==> config.mk <==
export PLATFORM = sky130hd
export DESIGN_NAME = iiitb_bm_rr_sched
export DESIGN_NICKNAME = d
export VERILOG_FILES = /design/src/rtl/iiitb_bm_pkg.sv /design/src/rtl/iiitb_rr_arbiter.sv /design/src/rtl/iiitb_bm_rr_sched.sv
export SDC_FILE = /design/constraint.sdc
export NUM_CORES = 1
export LEC_CHECK = 0
export CORE_UTILIZATION = 45
export CTS_BUF_LIST = sky130_fd_sc_hd__clkbuf_8
export CTS_CLUSTER_SIZE = 12
export DETAILED_ROUTE_END_ITERATION = 10
export HOLD_SLACK_MARGIN = 0.02
export PLACE_DENSITY_LB_ADDON = 0.2
export SLEW_MARGIN = 20
export SYNTH_ARGS = -nofsm -noshare
export SYNTH_HDL_FRONTEND = slang
export SYNTH_HIERARCHICAL = 1
export SYNTH_SLANG_ARGS = --single-unit
==> constraint.sdc <==
create_clock -name clk -period 4.2 [get_ports clk]
set_input_delay 1.05 -clock clk [delete_from_list [all_inputs] [get_ports clk]]
set_output_delay 1.05 -clock clk [all_outputs]
set_load 0.005 [all_outputs]
==> src/rtl/iiitb_bm_pkg.sv <==
// Shared types and default sizing for the Booth-multiplier round-robin scheduler.
package iiitb_bm_pkg;

    localparam int N_REQ_DEF   = 4;
    localparam int MUL_LAT_DEF = 5;
    localparam int OP_W        = 4;
    localparam int PROD_W      = 8;

    typedef enum logic [2:0] {
        IDLE,
        LOAD,
        RUN,
        CAPTURE,
        RESP
    } state_t;

endpackage

==> src/rtl/iiitb_rr_arbiter.sv <==
// Combinational rotating-priority arbiter: the first set request at or after
// ptr (wrapping modulo N_REQ) wins.
module iiitb_rr_arbiter #(
    parameter int N_REQ = 4,
    parameter int ID_W  = 2
) (
    input  logic [N_REQ-1:0] req,
    input  logic [ID_W-1:0]  ptr,
    output logic [N_REQ-1:0] grant,
    output logic [ID_W-1:0]  grant_idx,
    output logic             any
);

    // Requester index examined at each priority position, highest priority first.
    logic [ID_W-1:0] cand_idx [N_REQ];

    generate
        for (genvar gi = 0; gi < N_REQ; gi++) begin : g_cand
            assign cand_idx[gi] = ID_W'((int'(ptr) + gi) % N_REQ);
        end
    endgenerate

    // Walk the priority positions and keep the first requester found.
    always_comb begin
        any       = 1'b0;
        grant_idx = '0;
        for (int k = 0; k < N_REQ; k++) begin
            if (!any && req[cand_idx[k]]) begin
                any       = 1'b1;
                grant_idx = cand_idx[k];
            end
        end
    end

    // Expand the winning index into a one-hot grant.
    always_comb begin
        grant = '0;
        if (any) begin
            grant[grant_idx] = 1'b1;
        end
    end

endmodule

==> src/rtl/iiitb_bm_rr_sched.sv <==
// Round-robin scheduler that time-shares one external Booth multiplier core
// among N_REQ requesters, one job in flight at a time.
module iiitb_bm_rr_sched
    import iiitb_bm_pkg::*;
#(
    parameter int N_REQ   = N_REQ_DEF,
    parameter int MUL_LAT = MUL_LAT_DEF,
    parameter int ID_W    = 2
) (
    input  logic                    clk,
    input  logic                    reset,
    input  logic [N_REQ-1:0]        req_valid,
    input  logic [OP_W*N_REQ-1:0]   req_m,
    input  logic [OP_W*N_REQ-1:0]   req_q,
    output logic [N_REQ-1:0]        req_ready,
    output logic                    rsp_valid,
    output logic [ID_W-1:0]         rsp_id,
    output logic [PROD_W-1:0]       rsp_p,
    input  logic                    rsp_ready,
    output logic                    mul_load,
    output logic                    mul_reset,
    output logic [OP_W-1:0]         mul_m,
    output logic [OP_W-1:0]         mul_q,
    input  logic [PROD_W-1:0]       mul_p
);

    // Counter holds MUL_LAT-1 down to 0, so RUN lasts exactly MUL_LAT cycles.
    localparam int LAT_W = (MUL_LAT > 1) ? $clog2(MUL_LAT) : 1;

    state_t              state_reg, state_next;
    logic [ID_W-1:0]     rr_ptr_reg;
    logic [ID_W-1:0]     id_reg;
    logic [LAT_W-1:0]    lat_cnt_reg;
    logic [OP_W-1:0]     mul_m_reg, mul_q_reg;
    logic                rsp_valid_reg;
    logic [ID_W-1:0]     rsp_id_reg;
    logic [PROD_W-1:0]   rsp_p_reg;

    logic [N_REQ-1:0]    grant;
    logic [ID_W-1:0]     grant_idx;
    logic                grant_any;
    logic [ID_W-1:0]     rr_ptr_next;

    logic [OP_W-1:0]     m_slice [N_REQ];
    logic [OP_W-1:0]     q_slice [N_REQ];

    generate
        for (genvar gi = 0; gi < N_REQ; gi++) begin : g_slice
            assign m_slice[gi] = req_m[OP_W*gi +: OP_W];
            assign q_slice[gi] = req_q[OP_W*gi +: OP_W];
        end
    endgenerate

    iiitb_rr_arbiter #(
        .N_REQ (N_REQ),
        .ID_W  (ID_W)
    ) u_arb (
        .req       (req_valid),
        .ptr       (rr_ptr_reg),
        .grant     (grant),
        .grant_idx (grant_idx),
        .any       (grant_any)
    );

    // Priority restarts just after the requester that was served.
    assign rr_ptr_next = (grant_idx == ID_W'(N_REQ - 1)) ? '0 : grant_idx + 1'b1;

    assign mul_reset = reset;
    assign mul_m     = mul_m_reg;
    assign mul_q     = mul_q_reg;
    assign rsp_valid = rsp_valid_reg;
    assign rsp_id    = rsp_id_reg;
    assign rsp_p     = rsp_p_reg;

    // State register.
    always_ff @(posedge clk) begin
        if (reset) begin
            state_reg <= IDLE;
        end else begin
            state_reg <= state_next;
        end
    end

    // Next-state logic plus the accept strobe and core load pulse.
    always_comb begin
        state_next = state_reg;
        req_ready  = '0;
        mul_load   = 1'b0;
        case (state_reg)
            IDLE: begin
                if (grant_any) begin
                    req_ready  = grant;
                    state_next = LOAD;
                end
            end
            LOAD: begin
                mul_load   = 1'b1;
                state_next = RUN;
            end
            RUN: begin
                if (lat_cnt_reg == '0) begin
                    state_next = CAPTURE;
                end
            end
            CAPTURE: begin
                state_next = RESP;
            end
            RESP: begin
                if (rsp_ready) begin
                    state_next = IDLE;
                end
            end
            default: begin
                state_next = IDLE;
            end
        endcase
        // Nothing is accepted or launched while the block is being reset.
        if (reset) begin
            req_ready = '0;
            mul_load  = 1'b0;
        end
    end

    // Datapath: operand latch, latency counter, product capture and response hold.
    always_ff @(posedge clk) begin
        if (reset) begin
            rr_ptr_reg    <= '0;
            id_reg        <= '0;
            lat_cnt_reg   <= '0;
            mul_m_reg     <= '0;
            mul_q_reg     <= '0;
            rsp_valid_reg <= 1'b0;
            rsp_id_reg    <= '0;
            rsp_p_reg     <= '0;
        end else begin
            case (state_reg)
                IDLE: begin
                    if (grant_any) begin
                        mul_m_reg  <= m_slice[grant_idx];
                        mul_q_reg  <= q_slice[grant_idx];
                        id_reg     <= grant_idx;
                        rr_ptr_reg <= rr_ptr_next;
                    end
                end
                LOAD: begin
                    lat_cnt_reg <= LAT_W'(MUL_LAT - 1);
                end
                RUN: begin
                    if (lat_cnt_reg != '0) begin
                        lat_cnt_reg <= lat_cnt_reg - 1'b1;
                    end
                end
                CAPTURE: begin
                    rsp_p_reg     <= mul_p;
                    rsp_id_reg    <= id_reg;
                    rsp_valid_reg <= 1'b1;
                end
                RESP: begin
                    if (rsp_ready) begin
                        rsp_valid_reg <= 1'b0;
                    end
                end
                default: begin
                    rsp_valid_reg <= 1'b0;
                end
            endcase
        end
    end

endmodule
==> results.cfg, run 1 <==
[yosys]
synthSimpleGateAreaFrac_pct = 21.73
yosys-top-cells-count = dfxtp_1 (29), nand2_1 (27), a21oi_1 (18), nor2_1 (17), mux2i_1 (11)
synth_area_leaders = dfxtp_1 (37%), mux4_2 (12%), mux2i_1 (7.0%)
synth_flop_cell = dfxtp_1
synth_area_mm2 = 0.001567
synthXorXnorAreaFrac_pct = 0
syn-num-nets = 228
synth.top_cell.area_share_pct = 37.06
synth_compound_area_share_pct = 14.30
synth_edf_count = 0
synthDistinctLibCells = 38
synth-async-reset-ratio_pct = 0
avgSynthCellArea_um2 = 8.801
synth_adder_area_share_pct = 2.396
ys_seq_area_share_pct = 37.06
ys_ff_latch = 29
yosys_warnings = 6
yosys.cell_count.top_type = dfxtp_1
synthMuxAreaShare_pct = 18.53
synth_largest_area_cell = dfxtp_1
postSynthCellCount = 178
synth_top_family_by_area = simple AND/OR/NAND/NOR gates

[setup_path]
startpoint = req_valid[3]
r2r_cells = 7
arrival_ns = 2.98
cp_num_cells = 7
cpMaxStageDelayCell = clkdlybuf4s50_1
worstPathRequired_ns = 3.15
max_stage_delay_ns = 0.49
cp-end-kind = primary output
crit_buf_inv = 2
worst-setup-path-type = in -> out
startpoint_type = input port
r2r_start = rr_ptr_reg[0]
cp_top_family = buffers and inverters
crit_chain = clkdlybuf4s50_1, nor2_1, nand2_1, or4b_4, nor2_1, and2_1, clkdlybuf4s50_1
worstPathMaxFanout = 4

[clocking]
htreeDepth = 2
ctsResizeCount = 0
cts_root_buf = clkbuf_8
clk_latency_ns = 0.28
path_clk_slew_ns = 0.06
numCtsBuffers = 5
cts_buffer_depth = 2
cts.sinks = 29
ctsHoldBuffers = 0
tritoncts = done
postCtsSetupBuffers = 0

[min_path]
whs_path_depth = 2
hold_start = id_reg[1]
hold_class = reg -> reg

[detailed_routing]
wl_per_cell_um = 12.51
vias = 1575
wl_um = 3714
final_antenna_net_count = 0
drt_iter0_drc = 73
wl_met1_um = 1455
vias_per_cell = 5.303
post-route-drc-count = 0
met2_length_um = 1860
top_layer = met4
wl_met3_um = 351
drtPass1Iterations = 4

[layout]
largest_reg_flops = 8
fill_cells = 269
n_antenna_cell = 0
stdcell_count = 297
syn2layout_area_growth_pct = 56.39
drive_gt1_share_pct = 11.55
layout.nets = 300

[place]
port-buffer-count = 71
dpl.hpwl_um = 2749
place_inst = 289
gp_congestion = 0.8362

[die]
io_pins = 72
die_w_um = 61
die_area_mm2 = 0.003721
core_area_mm2 = 0.003337
die_y_um = 61
initial_core_util_pct = 46.94
row_count = 21

[global_route]
grt_first_pass_wirelength_um = 5754
grt_pass1_vias = 1419
grt_max_degree = 30
overflow = 0
grtUsageTotal_pct = 21.49
grt_antenna_before_repair = 0

[sta]
grt_setup_unrepaired = no
worst_slew_pin_slew_ns = 0.9928
relSlewSlack_pct = 33.64
drv_slew = 0
finalSetupTns_ns = 0
fin_crit_ns = 4.031
min_period_over_period_pct = 95.98
skew_ns = 0.005813
finalHoldViolCount = 0
setup_viol = 0
max_clock_freq_ghz = 0.2481

[pwr]
power_density_mw_per_mm2 = 370.8
leakage_nw = 0.9750
peakVddDrop_mv = 0.2404

[run_status]
status = finished, final reports clean

[flow_run]
drv_cap = 0
## worst min-delay path: stages (launching register included)
cell,delay (ns)
dfxtp_1,0.31
nand2_1,0.05
a21oi_1,0.05
## metal layers
| metal | GRT usage (%) | vias to the layer above |
|---|---|---|
| li1 | - | 771 |
| met1 | 21.34 | 733 |
| met2 | 37.99 | 63 |
| met3 | 11.30 | 8 |
| met4 | 8.117 | 0 |
| met5 | 0 | - |
## where the power goes
part           leakage [nW]  total [mW]  switching (mW)  internal, mW
combinational         0.675       0.278           0.111         0.167
sequential            0.237       0.334          0.0293         0.305
clock                0.0626       0.296           0.106         0.191
## cells by family (layout without fill, tap and decap cells)
family / Yosys count / after routing
DFF: 29 / 29
AOI/OAI and AO/OA: 36 / 36
buffers and inverters: 21 / 94
adders and majority gates: 3 / 3
and+or+nand+nor: 70 / 70
muxes: 19 / 19
## metrics by stage
step	area [um^2]	total power, mW	util (%)	hold WS [ns]	setup WS (ns)
3_5_place_dp	2333	0.6182	69.93	0.4465	0.1648
3_3_place_gp	2333	0.6129	69.93	0.4414	0.2132
5_1_grt	2450	0.9596	73.42	0.4824	0.05090
6_report	2450	0.9084	73.42	0.4549	0.1687
4_1_cts	2450	0.9148	73.42	0.4540	0.1610
2_1_floorplan	1567	0.4967	-	0.4357	1.060
## layout make-up
type | count | area (um^2) | share of cell area [%]
Clock buffer | 6 | 82.58 | 3.371
Sequential cell | 29 | 580.6 | 23.70
Clock inverter | 2 | 33.78 | 1.379
Inverter | 7 | 26.28 | 1.073
Tap cell | 46 | 57.56 | 2.349
Multi-Input combinational cell | 128 | 898.4 | 36.67
Timing Repair Buffer | 79 | 770.7 | 31.46
## path summary, 6_finish.rpt
kind | end | slack [ns]
max | req_ready[1] | 0.17
min | id_reg[1] | 0.45
max reg2reg | mul_q[3] | 2.22
min reg2reg | id_reg[1] | 0.45
## cells in the final DEF, fill, tap and decap left out, drive strengths merged, types with 3 or more instances in the layout
cell type,instances
mux2i,11
nand2b,6
ha,3
nand2,27
nor3,4
buf,8
o21ai,5
mux4,8
nor2,17
a21oi,19
clkbuf,6
and2,4
clkdlybuf4s50,71
dfxtp,29
inv,8
Power figures use the tool's default switching activity.
==> run 2: changes to the inputs <==
- GPL_TIMING_DRIVEN: default -> 0
- MAX_ROUTING_LAYER: default -> met4
==> results.cfg, run 2 (synthesis results as in run 1) <==
[sta]
finalSetupTns_ns = 0
grt_setup_unrepaired = no
fin_crit_ns = 3.789
fin_ws_ns = 0.4112
min_period_over_period_pct = 90.21
drv_slew = 0
worst_slew_pin_slew_ns = 0.4961
setup_viol = 0
whs_ns = 0.4533
finalHoldViolCount = 0
max_clock_freq_ghz = 0.2639
skew_ns = 0.002651
relSlewSlack_pct = 66.92

[setup_path]
startpoint_type = input port
worstPathMaxFanout = 8
r2r_start = rr_ptr_reg[0]
cp-end-kind = primary output
rrSetupSlack_ns = 2.13
max_stage_delay_ns = 0.52
startpoint = req_valid[2]
cpMaxStageDelayCell = or4b_4
arrival_ns = 2.74
crit_chain = dlymetal6s2s_1, nor2_1, nand2_1, or4b_4, nor2_2, and2_1, clkdlybuf4s50_1
worstPathRequired_ns = 3.15
worst-setup-path-type = in -> out

[clocking]
numCtsBuffers = 5
path_clk_slew_ns = 0.06
clk_latency_ns = 0.28
cts.sinks = 29
cts_buffer_depth = 2
cts_root_buf = clkbuf_8
htreeDepth = 2
tritoncts = done

[layout]
n_antenna_cell = 0
layout.nets = 305
largest_reg_flops = 8
syn2layout_area_growth_pct = 56.47
mostFrequentLayoutCells = clkdlybuf4s50_1 (67), dfxtp_1 (29), nand2_1 (27)
drive_gt1_share_pct = 11.33
final_common_cell = clkdlybuf4s50_1

[global_route]
grt_pass1_vias = 1364
grt_first_pass_wirelength_um = 5775
overflow = 0
grt_antenna_before_repair = 0
grtUsageTotal_pct = 22.19
grt_max_degree = 11

[die]
core_area_mm2 = 0.003337
initial_core_util_pct = 46.94
die_area_mm2 = 0.003721
row_count = 21
die_w_um = 61
io_pins = 72
die_y_um = 61

[run_status]
status = finished, final reports clean

[detailed_routing]
drt_iter0_drc = 87
wl_per_cell_um = 11.79
post-route-drc-count = 0
vias_per_cell = 5.116
final_antenna_net_count = 0
drtPass1Iterations = 4
vias = 1545
wl_um = 3562

[min_path]
hold_start = mul_m[0]
hold_class = reg -> reg

[pwr]
leakage_nw = 0.9989
p_total_mw = 0.9016
peakVddDrop_mv = 0.2462
power_density_mw_per_mm2 = 367.8

[place]
port-buffer-count = 70
gp_congestion = 0.8632
pre_cts_ws_ns = -0.01172
dpl.hpwl_um = 2679

[flow_run]
drv_cap = 0
-- run 2: changes by cell type in the layout (fill, tap and decap cells not counted) --
cell | previous run | this run
dlymetal6s2s_1 | 0 | 3
nor2_2 | 0 | 1
clkdlybuf4s50_1 | 71 | 67
nor4b_2 | 1 | 0
buf_2 | 0 | 6
nor4b_1 | 0 | 1
buf_4 | 8 | 2
nor2_1 | 17 | 16
buf_1 | 0 | 1
clkbuf_1 | 0 | 5
-- run 2: area by class of cell --
class                      count  area, um^2
tap                           46       57.56
clock buffer                   6       82.58
inverter                       7       26.28
buffer                        14       67.56
fill                         278       885.9
clock inverter                 2       33.78
multi-input combinational    128       894.6
sequential                    29       580.6
timing repair buffer          70       708.2
-- run 2: final timing paths --
| check | cells past startpoint | end |
|---|---|---|
| setup reg to reg | 7 | mul_m[3] |
| hold / removal | 2 | mul_m[0] |
| hold reg to reg | 2 | mul_m[0] |
| setup / recovery | 7 | req_ready[3] |
-- run 2: metal layers --
metal,global-route usage (%),wire [um],up-vias
met1,25.99,1525,696
met4,7.792,55,0
met2,35.32,1716,63
met3,7.676,265,6
li1,-,-,780
met5,-,0,-
-- run 2: worst max-delay path, delay by kind of cell --
| family | cells | cell delay (ns) |
|---|---|---|
| and+or+nand+nor | 5 | 0.97 |
| buffers and inverters | 2 | 0.72 |
-- run 2: power by group --
group / switching (mW) / internal, mW / total [mW]
Clock: 0.103 / 0.191 / 0.293
Combinational: 0.122 / 0.164 / 0.286
Sequential: 0.0172 / 0.305 / 0.322
Total: 0.242 / 0.660 / 0.902
-- run 2: per-stage QoR --
step	instances	area (um^2)	util [%]
finish	302	2451	73.45
global route	302	2451	73.45
CTS	302	2444	73.23
detailed placement	294	2325	69.67
global placement	294	2325	69.67
floorplan	178	1567	-
-- run 2: timing repair --
item | 4_1_cts | 5_1_grt
gates resized for setup | 1 | 3
buffers inserted | 0 | 0
cloned | 0 | 0
hold buffers | 0 | 0
pin swaps | 0 | 0
setup endpoints to repair | 4 | 4
==> run 3: changes to the inputs <==
- SYNTH_HIERARCHICAL: 1 -> default
==> results.cfg, run 3 <==
[run_status]
status = finished, final reports clean

[pwr]
p_total_mw = 1.267
leakage_nw = 1.003
switching_share_pct = 36.06
pwr-share-comb_pct = 50.4
seq_power_share_pct = 32.0
clkPwrFrac_pct = 17.6
power.switching_mw = 0.4569
power_density_mw_per_mm2 = 529.9
p_int_mw = 0.8100
peakVddDrop_mv = 0.2555

[clocking]
htreeDepth = 2
cts_root_buf = clkbuf_8
numCtsBuffers = 5
cts.sinks = 29
ctsHoldBuffers = 0
clk_latency_ns = 0.28
tritoncts = done
cts_buffer_depth = 2
path_clk_slew_ns = 0.06

[global_route]
grt_pass1_vias = 1530
grt_first_pass_wirelength_um = 6272
grt_max_degree = 11
grtUsageTotal_pct = 23.88
overflow = 0
grt_antenna_before_repair = 0

[sta]
min_period_over_period_pct = 96.26
fin_crit_ns = 4.043
worst_slew_pin_slew_ns = 0.4734
grt_setup_unrepaired = no
drv_slew = 0
relSlewSlack_pct = 68.44
max_clock_freq_ghz = 0.2473
setup_viol = 0
skew_ns = 0.006620
finalHoldViolCount = 0

[yosys]
yosys-top-cells-count = dfxtp_1 (29), nand2_1 (26), a21oi_1 (22), mux2i_1 (19), nor2_1 (11)
yosys.cell_count.top_type = dfxtp_1
ys_seq_area_share_pct = 38.22
synthXorXnorAreaFrac_pct = 0.5766
synth.top_cell.area_share_pct = 38.22
synth_largest_area_cell = dfxtp_1
yosys_warnings = 0
synth-async-reset-ratio_pct = 0
synth_area_mm2 = 0.001519
avgSynthCellArea_um2 = 8.486
synth_top_family_by_area = simple AND/OR/NAND/NOR gates
postSynthCellCount = 179
synthDistinctLibCells = 31
syn-num-nets = 229
synthSimpleGateAreaFrac_pct = 23.31
ys_ff_latch = 29
synth_flop_cell = dfxtp_1
synth_area_leaders = dfxtp_1 (38%), mux2i_1 (13%), a21oi_1 (7.2%)
synth_adder_area_share_pct = 2.471
synth_edf_count = 0
synthMuxAreaShare_pct = 12.52
synth_compound_area_share_pct = 15.57

[flow_run]
drv_cap = 0

[setup_path]
rrSetupSlack_ns = 2.45
worst_path_most_repeated_cell = clkdlybuf4s50_1
startpoint_type = input port
worst-setup-path-type = in -> out
worstPathRequired_ns = 3.15
arrival_ns = 2.99
cpMaxStageDelayCell = clkdlybuf4s50_1
crit_chain = clkdlybuf4s50_1, nor4_1, or4_1, buf_6, nor2_8, and3_1, clkdlybuf4s50_1
worstPathMaxFanout = 6
cp-end-kind = primary output
r2r_cells = 6
r2r_start = state_reg[2]
max_stage_delay_ns = 0.51
r2r-end = mul_m[0]

[detailed_routing]
vias_per_cell = 5.066
drt_iter0_drc = 52
wl_um = 3764
wl_per_cell_um = 12.46
post-route-drc-count = 0
final_antenna_net_count = 0
vias = 1530
drtPass1Iterations = 4

[place]
dpl.hpwl_um = 2888
port-buffer-count = 71
dpl-instance-area_mm2 = 0.002285
gp_congestion = 0.7829

[die]
die_area_mm2 = 0.003612
row_count = 20
io_pins = 72
die_y_um = 60.10
core_area_mm2 = 0.003128
die_w_um = 60.10
initial_core_util_pct = 48.56

[layout]
final_common_cell = clkdlybuf4s50_1
fill_cells = 247
mostFrequentLayoutCells = clkdlybuf4s50_1 (65), dfxtp_1 (29), nand2_1 (26)
fin_area_mm2 = 0.002391
drive_gt1_share_pct = 6.977
largest_reg_flops = 8
n_antenna_cell = 0
syn2layout_area_growth_pct = 57.41
layout.nets = 307

[min_path]
hold_class = reg -> reg
whs_endpoint = rsp_p[0]
hold_start = rsp_p[0]
whs_path_depth = 2
## run 3: cell count changes after synthesis, moves of 4 or more
| cell | change |
|---|---|
| a21oi_1 | +4 |
| buf_2 | -4 |
| mux2i_1 | +8 |
| mux4_2 | -8 |
| nand3b_1 | +6 |
| nor2_1 | -6 |
| o221ai_1 | +8 |
## run 3: cell families (layout without fill, tap and decap cells)
group / after synthesis / after routing
multiplexers: 19 / 19
AO/OA/AOI/OAI: 38 / 38
adder cells (fa/ha/maj): 3 / 3
AND/OR/NAND/NOR: 67 / 67
flip-flops: 29 / 29
XOR/XNOR: 1 / 1
buffers and inverters: 22 / 101
## run 3: how the worst max path moves through the flow
stage,startpoint,end,slack (ns)
6_report,req_valid[3],req_ready[2],0.16
5_1_grt,req_valid[3],req_ready[2],0.06
4_1_cts,req_valid[2],req_ready[1],0.01
3_5_place_dp,req_valid[1],req_ready[0],-0.12
3_3_place_gp,req_valid[1],req_ready[0],-0.17
2_1_floorplan,req_valid[3],req_ready[3],1.05
## run 3: layer usage
layer	wire, um	global-route usage [%]	vias to the layer above	share of wire [%]
li1	-	-	776	-
met1	1571	26.02	699	42
met2	1870	40.50	49	50
met3	260	7.143	6	6.9
met4	62	8.970	0	1.6
met5	0	-	-	0
## run 3: critical path: cells and delay by family
family	cells	cell delay (ns)
simple gates	4	0.77
buf+inv	3	1.16
## run 3: area by class of cell
| class | instances | area, um^2 | share of cell area [%] |
|---|---|---|---|
| multi-input combinational | 128 | 833.3 | 34.85 |
| timing repair buffer | 71 | 714.4 | 29.88 |
| sequential | 29 | 580.6 | 24.28 |
| buffer | 14 | 91.34 | 3.820 |
| clock buffer | 5 | 68.82 | 2.878 |
| tap | 44 | 55.05 | 2.302 |
| inverter | 8 | 30.03 | 1.256 |
| clock inverter | 3 | 17.52 | 0.7326 |
## run 3: power by group through the flow
stage	registers (mW)	logic, mW	clock network [mW]
2_1_floorplan	0.405	0.385	0
3_3_place_gp	0.407	0.619	0
3_5_place_dp	0.410	0.626	0
4_1_cts	0.404	0.647	0.225
5_1_grt	0.413	0.705	0.237
6_report	0.405	0.638	0.224
## run 3: per-stage QoR
step | utilization [%] | instances | hold slack, ns | worst slack [ns] | setup TNS, ns
after floorplan | - | 179 | 0.4315 | 1.052 | 0
after global placement | 73.04 | 294 | 0.4412 | -0.1671 | -0.2142
after detailed placement | 73.04 | 294 | 0.4498 | -0.1207 | -0.1828
after CTS | 76.20 | 302 | 0.4557 | 0.009811 | 0
after global routing | 76.44 | 302 | 0.4648 | 0.06261 | 0
final | 76.44 | 302 | 0.4540 | 0.1570 | 0
## run 3: what timing repair did
item                                   4_1_cts  5_1_grt
setup buffers                                0        0
gates resized for setup                      8        3
endpoints found under the hold margin        0        0
setup endpoints to repair                    3        2
